$ cat config.mk
export PLATFORM = sky130hd
export DESIGN_NAME = mem_access_unit
export DESIGN_NICKNAME = d
export VERILOG_FILES = /design/src/rtl/mem_access_unit_pkg.sv /design/src/rtl/mem_access_unit_load_align.sv /design/src/rtl/mem_access_unit.sv
export SDC_FILE = /design/constraint.sdc
export NUM_CORES = 1
export LEC_CHECK = 0
export CAP_MARGIN = 20
export CORE_ASPECT_RATIO = 0.75
export CORE_MARGIN = 4
export CORE_UTILIZATION = 25
export CTS_CLUSTER_DIAMETER = 100
export DETAILED_ROUTE_END_ITERATION = 6
export PLACE_DENSITY = 0.5
export REMOVE_ABC_BUFFERS = 1
export SETUP_SLACK_MARGIN = 0.15
export SKIP_LAST_GASP = 1
export SYNTH_ARGS = -nofsm -noshare
export SYNTH_HDL_FRONTEND = slang
export SYNTH_HIERARCHICAL = 1
export SYNTH_SLANG_ARGS = --single-unit
$ cat constraint.sdc
create_clock -name clk -period 3.2 [get_ports clk]
set_input_delay 0.8 -clock clk [delete_from_list [all_inputs] [get_ports clk]]
set_output_delay 0.8 -clock clk [all_outputs]
set_load 0.02 [all_outputs]
$ cat src/rtl/mem_access_unit_pkg.sv
// Shared widths, access-size encodings, state type and small helpers for the
// MEM-stage load/store engine.
package mem_access_unit_pkg;

    localparam int DATA_BUS    = 32;
    localparam int ADDR_BUS    = 32;
    localparam int MEM_SEL_BUS = 4;

    localparam logic [MEM_SEL_BUS-1:0] SEL_BYTE = 4'b0001;
    localparam logic [MEM_SEL_BUS-1:0] SEL_HALF = 4'b0011;
    localparam logic [MEM_SEL_BUS-1:0] SEL_WORD = 4'b1111;

    typedef enum logic {
        ST_IDLE = 1'b0,
        ST_REQ  = 1'b1
    } mau_state_t;

    // Half on an odd byte or word off a word boundary cannot be served in one beat.
    function automatic logic is_misaligned(input logic [MEM_SEL_BUS-1:0] sel,
                                           input logic [1:0]             offset);
        return ((sel == SEL_HALF) && offset[0]) ||
               ((sel == SEL_WORD) && (offset != 2'b00));
    endfunction

    // Copies the low byte/half onto every lane so the strobes pick the right one.
    function automatic logic [DATA_BUS-1:0] lane_replicate(input logic [MEM_SEL_BUS-1:0] sel,
                                                           input logic [DATA_BUS-1:0]    data);
        logic [DATA_BUS-1:0] rep;
        case (sel)
            SEL_BYTE: rep = {4{data[7:0]}};
            SEL_HALF: rep = {2{data[15:0]}};
            default:  rep = data;
        endcase
        return rep;
    endfunction

endpackage

$ cat src/rtl/mem_access_unit_load_align.sv
// Load alignment: shifts the addressed byte/half down to bit 0 and applies
// sign or zero extension. Purely combinational so the forwarding path can
// share it.
module mem_access_unit_load_align
    import mem_access_unit_pkg::*;
(
    input  logic [DATA_BUS-1:0]    read_word,
    input  logic [1:0]             offset,
    input  logic [MEM_SEL_BUS-1:0] sel,
    input  logic                   sign,
    output logic [DATA_BUS-1:0]    data
);

    logic [DATA_BUS-1:0] shifted;

    // Shift by whole bytes, then mask to the access size and extend.
    always_comb begin
        shifted = read_word >> {offset, 3'b000};
        data    = shifted;
        case (sel)
            SEL_BYTE: data = {{24{sign & shifted[7]}}, shifted[7:0]};
            SEL_HALF: data = {{16{sign & shifted[15]}}, shifted[15:0]};
            default:  data = shifted;
        endcase
    end

endmodule

$ cat src/rtl/mem_access_unit.sv
// MEM-stage load/store engine. Accepts one memory instruction at a time,
// issues a single request to the data RAM, holds the pipeline until the RAM
// answers or the wait limit expires, and returns aligned load data on the
// completion cycle. Misaligned accesses are flagged and never reach the RAM.
module mem_access_unit
    import mem_access_unit_pkg::*;
#(
    parameter int WAIT_LIMIT = 15
) (
    input  logic                   clk,
    input  logic                   rst,
    input  logic                   valid_in,
    input  logic                   flush,
    input  logic                   mem_read_flag,
    input  logic                   mem_write_flag,
    input  logic                   mem_sign_flag,
    input  logic [MEM_SEL_BUS-1:0] mem_sel,
    input  logic [DATA_BUS-1:0]    mem_write_data,
    input  logic [ADDR_BUS-1:0]    addr,
    output logic                   ram_en,
    output logic [MEM_SEL_BUS-1:0] ram_write_en,
    output logic [ADDR_BUS-1:0]    ram_addr,
    output logic [DATA_BUS-1:0]    ram_write_data,
    input  logic [DATA_BUS-1:0]    ram_read_data,
    input  logic                   ram_ready,
    output logic                   stall_req,
    output logic [DATA_BUS-1:0]    load_data,
    output logic                   load_valid,
    output logic                   misalign,
    output logic                   bus_error
);

    // Counter holds the number of REQ cycles already spent; the cycle that
    // would make it reach WAIT_LIMIT is the timeout cycle.
    localparam logic [7:0] WAIT_LAST = 8'(WAIT_LIMIT - 1);

    mau_state_t state, state_nxt;

    logic [7:0]             wait_cnt;
    logic [ADDR_BUS-1:0]    req_addr;
    logic [MEM_SEL_BUS-1:0] req_we;
    logic [DATA_BUS-1:0]    req_wdata;
    logic [1:0]             req_off;
    logic [MEM_SEL_BUS-1:0] req_sel;
    logic                   req_sign;
    logic                   req_load;
    logic                   discard;

    logic                   mem_op;
    logic                   bad_align;
    logic                   accept;
    logic                   in_req;
    logic                   timeout;
    logic                   done;
    logic [DATA_BUS-1:0]    aligned;

    assign mem_op    = valid_in & ~flush & (mem_read_flag | mem_write_flag);
    assign bad_align = is_misaligned(mem_sel, addr[1:0]);
    assign accept    = (state == ST_IDLE) & mem_op & ~bad_align;
    assign in_req    = (state == ST_REQ);
    assign timeout   = in_req & ~ram_ready & (wait_cnt == WAIT_LAST);
    assign done      = in_req & (ram_ready | timeout);

    // State register.
    always_ff @(posedge clk or posedge rst) begin
        if (rst) state <= ST_IDLE;
        else     state <= state_nxt;
    end

    // Next state: accept from IDLE, leave REQ on ready or timeout.
    always_comb begin
        state_nxt = state;
        case (state)
            ST_IDLE: if (accept) state_nxt = ST_REQ;
            ST_REQ:  if (done)   state_nxt = ST_IDLE;
            default: state_nxt = ST_IDLE;
        endcase
    end

    // Wait-state counter, cleared whenever the request is not pending.
    always_ff @(posedge clk or posedge rst) begin
        if (rst)                 wait_cnt <= '0;
        else if (in_req & ~done) wait_cnt <= wait_cnt + 8'd1;
        else                     wait_cnt <= '0;
    end

    // Request fields captured at accept and held stable through REQ.
    always_ff @(posedge clk or posedge rst) begin
        if (rst) begin
            req_addr  <= '0;
            req_we    <= '0;
            req_wdata <= '0;
            req_off   <= '0;
            req_sel   <= '0;
            req_sign  <= 1'b0;
            req_load  <= 1'b0;
        end else if (accept) begin
            req_addr  <= {addr[ADDR_BUS-1:2], 2'b00};
            req_we    <= mem_write_flag ? (mem_sel << addr[1:0]) : '0;
            req_wdata <= lane_replicate(mem_sel, mem_write_data);
            req_off   <= addr[1:0];
            req_sel   <= mem_sel;
            req_sign  <= mem_sign_flag;
            req_load  <= mem_read_flag & ~mem_write_flag;
        end
    end

    // Sticky discard: a flush seen while the bus transaction is in flight
    // kills its load result but not the transaction itself.
    always_ff @(posedge clk or posedge rst) begin
        if (rst)                 discard <= 1'b0;
        else if (in_req & ~done) discard <= discard | flush;
        else                     discard <= 1'b0;
    end

    mem_access_unit_load_align u_load_align (
        .read_word (ram_read_data),
        .offset    (req_off),
        .sel       (req_sel),
        .sign      (req_sign),
        .data      (aligned)
    );

    // Outputs, all forced low while reset is asserted so a mid-transaction
    // reset drops the request immediately.
    always_comb begin
        ram_en         = ~rst & in_req;
        ram_addr       = ram_en ? req_addr  : '0;
        ram_write_en   = ram_en ? req_we    : '0;
        ram_write_data = ram_en ? req_wdata : '0;
        stall_req      = ~rst & (accept | (in_req & ~done));
        load_valid     = ~rst & in_req & ram_ready & req_load & ~discard & ~flush;
        load_data      = load_valid ? aligned : '0;
        misalign       = ~rst & (state == ST_IDLE) & mem_op & bad_align;
        bus_error      = ~rst & timeout;
    end

endmodule

# After elaboration in Yosys (flattened, before gate mapping)
# Cells that the tools add are included.
# totals
reg_bits	84
out_inout_bits	105
word_cells	68
# op_classes
add_sub_neg	1
n_eq_ne	6
n_shift	2
muxes	12
n_bitwise	33
n_reduce_logical	4
# op_table
cell	count
$pmux 32 s2	2
$mux 32	3
$shr 32x5->32	1
$and 1x1->1	21
$add 8x1->8 const B	1
$eq 4x1->1 const B	2
$eq 4x2->1 const B	2
$eq 8x4->1 const B	1
$mux 4	2
$mux 8	1
$not 1->1	8
$eq 4x4->1 const B	1
$or 1x1->1	4
$shl 4x2->4	1
$mux 1	3
$logic_and 1x1->1	2
$pmux 1 s2	1
$reduce_bool 2->1	1
$logic_or 1x1->1	1

# Depth between registers and ports, before layout
# depth
depth_word	9
ltp_mapped	7
ltp_nobuf	6

# Hierarchy
# Netlist, hierarchy kept.
# modules_own_cells
mod	n_inst	cells_per_inst	area_each_um2	seq_area_each_um2
mem_access_unit	1	410	4774.6	2102.0
mem_access_unit_load_align	1	98	870.8	0.0

# Worst setup path after synthesis
# No wires, ideal clock.
# synth_timing
kind	input to output
start	input mem_sel[3]
end	output stall_req
arrival_ns	2.035
required_time_ns	2.400
slack_ns	0.365
stages	6
path_buffers	2
cell_sequence	buf_4 and3_4 a32oi_2 nand2b_1 buf_6 a21oi_1
# synth_via
elab_chain_len	7
elab_cells_between_ends	9
cone_classes	eq/ne: 2; bitwise: 4; reduce/logical: 3
# synth_lines
element	line_no	source
start: declaration	mem_access_unit.sv:17	input logic [MEM_SEL_BUS-1:0] mem_sel,
$eq 4x2->1 / $eq 4x4->1 (equally long branches)	mem_access_unit_pkg.sv:21, mem_access_unit_pkg.sv:22	
$logic_and 1x1->1 (on tied branches)	mem_access_unit_pkg.sv:21, mem_access_unit_pkg.sv:22	
$logic_or 1x1->1 (*)	mem_access_unit_pkg.sv:21	return ((sel == SEL_HALF) && offset[0]) ||
$not 1->1 (*)	mem_access_unit.sv:59	assign accept = (state == ST_IDLE) & mem_op & ~bad_align;
$and 1x1->1 (*)	mem_access_unit.sv:59	
$or 1x1->1 (*)	mem_access_unit.sv:131	stall_req = ~rst & (accept | (in_req & ~done));
$and 1x1->1 (*)	mem_access_unit.sv:131	
end: declaration	mem_access_unit.sv:26	output logic stall_req,
# Mark *: on every way between the ends. The rest lies on a longest branch, timed or not.

# Final worst setup path
# layout_timing
start	input ram_read_data[23]
end	output load_data[26]
# layout_via
elab_chain_len	4
elab_cells_between_ends	5
cone_classes	shift: 1; mux: 2; bitwise: 2
# layout_lines
element	line_no	source
start: declaration	mem_access_unit.sv:24	input logic [DATA_BUS-1:0] ram_read_data,
$shr 32x5->32 (*)	mem_access_unit_load_align.sv:18	shifted = read_word >> {offset, 3'b000};
$and 1x1->1 (on tied branches)	mem_access_unit_load_align.sv:22, mem_access_unit_load_align.sv:21	
$pmux 32 s2 (*)	mem_access_unit_load_align.sv:20	case (sel)
net aligned[26]	mem_access_unit.sv:55	logic [DATA_BUS-1:0] aligned;
$mux 32 (*)	mem_access_unit.sv:133	load_data = load_valid ? aligned : '0;
end: declaration	mem_access_unit.sv:27	output logic [DATA_BUS-1:0] load_data,
# The timed path passes the listed nets; every way through them passes the cells marked *.

==> Implementation_results.wiki <==
{| class="wikitable"
! Metric !! Value
|-
| Total leakage power || roughly 0.0043 µW
|-
| PwrDens || ~480 nW/µm²
|-
| Total of hold buffers inserted after clock tree synthesis || 0
|-
| Worst vdd ir || 0.232 mV
|-
| Remaining global-route overflow || 0
|-
| Cell Rows || 47
|-
| Final HPWL from detailed placement || 13,500 µm
|-
| Max Cap Violations || 0
|-
| Cell at the root of the clock tree || clkbuf_16
|-
| Count of nets after finishing || roughly 860
|-
| Layout area overhead || 53.3%
|-
| Hold EP || req_wdata[22]
|-
| Clk buf depth || 2
|-
| Post-route non-filler standard cell count || around 1,000
|-
| Tmin final || 3.08 ns
|-
| Die width || between 150 and 200 µm
|-
| Share of the synthesized area in the top cell type || around 37%
|-
| EDFF count, synth || 0
|-
| Layout fillers || about 2,200
|-
| Worst hold start || req_wdata[22]
|-
| Result of the run || completed
|-
| Highest-delay cell along the critical path || mux2_4
|-
| Register bit count reported by yosys || 84
|-
| Core footprint || 22,100 µm²
|-
| Number of sinks handled by clock tree synthesis || 84
|-
| Remaining routing DRC violations || 0
|-
| Antenna violations before repair || 0
|-
| Clock insertion delay at the later pin of the skew report || approximately 0.33 ns
|-
| R2r startpoint || in_req
|-
| Total area of sequential cells || between 2000 and 2500 µm²
|-
| CTS tree || built
|-
| Residual antenna-violating net count after detailed routing || 0
|-
| GRT Overall Usage || ~14%
|-
| Synthesized cell area || around 5600 µm²
|-
| Critical path's largest stage delay || 0.28 ns
|-
| Critical path, cell by cell || dlygate4sd2_1 -> mux2_4 -> o22ai_4 -> buf_6 -> buf_12 -> a2bb2o_1 -> and2_1 -> buf_2
|-
| Yosys Warn Count || 6
|-
| Worst slew pin tran || 0.711 ns
|-
| Fmax achieved || 0.325 GHz
|-
| Number of iterations in the first detailed-routing pass || 4
|-
| Dominant delay contributor by cell family on the critical path || buffers and inverters
|-
| Post-synthesis cell type with the largest combined area || dfrtp_1
|-
| Smallest setup slack after layout || ~0.12 ns
|-
| Type of origin of the critical path || input pin
|-
| Inst Count DP || just over 1,000
|-
| Slew Limit Fails || 0
|-
| Crit path depth || 8
|-
| Starting DRT DRC Count || about 130
|-
| Layout cells sized above 1 || 30.4%
|-
| Count of vias placed by the detailed router || about 4,700
|-
| Critical R2R Capture || req_wdata[16]
|-
| Maximum fanout along the worst path || 6
|-
| Pre-CTS setup slack || -0.496 ns
|-
| RSZ-0062 raised after global routing || true
|-
| Cells after synthesis || between 500 and 600
|-
| Most area-consuming cells after synthesis || dfrtp_1 37%, mux2_4 16%, and2_1 11%
|-
| Post-detailed-route via-to-cell ratio || approximately 4.5
|-
| Mean area per synthesized cell || between 10 and 15 µm²
|-
| Final number of hold-violating endpoints || 0
|-
| # setup viols final || 0
|-
| Min-Delay Path Depth || 1
|-
| Number of placed I/O pins || 213
|-
| Register clock-pin slew on the reported worst setup and hold paths || 0.06 ns
|-
| Largest net degree at the start of global routing || 44
|-
| Most used flip-flop cell after synthesis || dfrtp_1
|-
| Area enclosed by the die boundary || around 25,000 µm²
|-
| Final worst hold slack || 0.497 ns
|-
| Synth async-reset ratio || 100%
|-
| Count of different cell masters after synthesis || 54
|-
| Critical Path Sink Type || output port
|-
| Global placement routability congestion || about 0.8
|-
| Routed wire per std cell || roughly 17 µm
|-
| CP bufs+invs || 4
|-
| Worst setup path class || in -> out
|-
| Required time of the worst setup path || 2.40 ns
|-
| First-pass GRT wire length || between 20,000 and 30,000 µm
|-
| Final worst path period share || between 90% and 100%
|-
| Total detailed-routing wirelength || around 18,000 µm
|-
| Die Y || around 140 µm
|-
| Signal arrival time at the worst endpoint || around 2.3 ns
|-
| Skew final || ~0.011 ns
|-
| Number of CTS-inserted buffers || 9
|-
| Worst-case headroom to the max-slew limit || a little over half
|-
| Effective utilization at floorplan || 25.5%
|-
| HP Class || reg -> reg
|-
| Worst R2R Setup Slack || between 1 and 1.5 ns
|-
| Vias in the first global route || around 5,000
|-
| CTS H-tree lvls || 3
|-
| Number of buffers added on ports || 210
|-
| Portion of the post-synthesis area used by sequential elements || roughly 37%
|-
| Worst-case reg-to-reg path depth || 5
|-
| Footprint of the multi-input gates || approximately 3300 µm²
|}
final cells by class:
cell class / count / share of cell area, %
sequential: 84 / 24.3
tap: 294 / 4.25
multi-input combinational: 383 / 38.2
clock buffer: 10 / 2.76
inverter: 5 / 0.231
clock inverter: 6 / 1.08
timing repair buffer: 266 / 29.2
antenna: 1 / 0.0289
logic make-up after synthesis:
| group | after synthesis | share of synthesized area, % |
|---|---|---|
| buffers and inverters | 43 | 5.96 |
| XOR/XNOR | 4 | 0.621 |
| adder cells (fa/ha/maj) | 2 | 0.443 |
| AND/OR/NAND/NOR | 204 | 20.6 |
| multiplexers | 118 | 26.9 |
| other | 1 | 0.0664 |
| AO/OA/AOI/OAI | 52 | 8.11 |
| flip-flops | 84 | 37.2 |
worst register-to-register path: stages (launching register included):
cell and delay (ns):
dfrtp_1 0.42, nor2_1 0.11, o211ai_1 0.14, and2b_4 0.32, buf_12 0.26, mux2_2 0.40
sequential cells by signal, summed over array words and instances, names as in the netlist:
| register | count |
|---|---|
| req_sel | 4 |
| req_we | 4 |
| wait_cnt | 8 |
| in_req | 1 |
| req_off | 2 |
| req_wdata | 32 |
| req_sign | 1 |
| req_load | 1 |
| req_addr | 30 |
| discard | 1 |
repair_timing:
| item | in CTS | in global routing |
|---|---|---|
| pin swaps | 4 | 3 |
| cloned | 2 | 0 |
| endpoints found under the setup margin | 103 | 47 |
| gates resized for setup | 225 | 45 |
| setup buffers | 10 | 0 |
cells in the final DEF (no fill, tap or decap), drive strengths merged, types with 3 or more instances in the layout:
master / n
a21oi: 3
a22oi: 8
and2: 99
nor2b: 6
nor3: 3
xnor2: 4
o21ai: 11
clkbuf: 10
dlygate4sd2: 54
mux2i: 27
dfrtp: 84
nor3b: 3
dlymetal6s2s: 19
mux2: 91
a2bb2oi: 6
nor2: 11
nand2: 50
clkinv: 3
a2bb2o: 8
clkdlybuf4s15: 5
o2bb2ai: 8
inv: 6
nand2b: 5
buf: 88
nand3: 11
clkdlybuf4s50: 100
Yosys cell counts (all sizes together), types with 4 or more instances:
master,instances
nand2,50
xnor2,4
clkbuf,13
nor2,11
a2bb2o,8
buf,25
nor2b,6
nand2b,5
and2,99
dfrtp,84
a22oi,8
o2bb2ai,8
nand3,11
inv,5
mux2i,27
mux2,91
a2bb2oi,6
o21ai,11
routing by layer:
layer | vias to the layer above | GRT usage (%) | part of all wire, %
met2 | 128 | 22.2 | 45
met1 | 2282 | 20.7 | 49
li1 | 2242 | - | -
met5 | - | 0 | 0
met3 | 20 | 3.20 | 4.4
met4 | 0 | 2.96 | 1.4
worst max-delay path by stage:
stage | from | endpoint | slack, ns
floorplan | rst | load_data[0] | -1.24
global placement | ram_read_data[15] | load_data[25] | -0.45
detailed placement | ram_read_data[15] | load_data[26] | -0.50
CTS | ram_read_data[23] | load_data[26] | 0.04
global route | req_off[1] | load_data[22] | 0.08
finish | ram_read_data[23] | load_data[26] | 0.12
power breakdown:
part	internal, µW	switching (µW)	total, µW
sequential	1310	155	1470
clock	714	453	1170
combinational	901	603	1500
total	2930	1210	4140
stage by stage:
step | TNS [ns] | util, % | total power [µW] | instance area [µm²]
finish | 0 | 39.2 | 4140 | 8660
global route | 0 | 39.1 | 4390 | 8650
CTS | 0 | 38.9 | 4190 | 8600
detailed placement | -25.54 | 37.1 | 2890 | 8200
global placement | -23.25 | 37.1 | 2850 | 8200
floorplan | -71.53 | - | 2330 | 5330
Power figures use the tool's default switching activity.
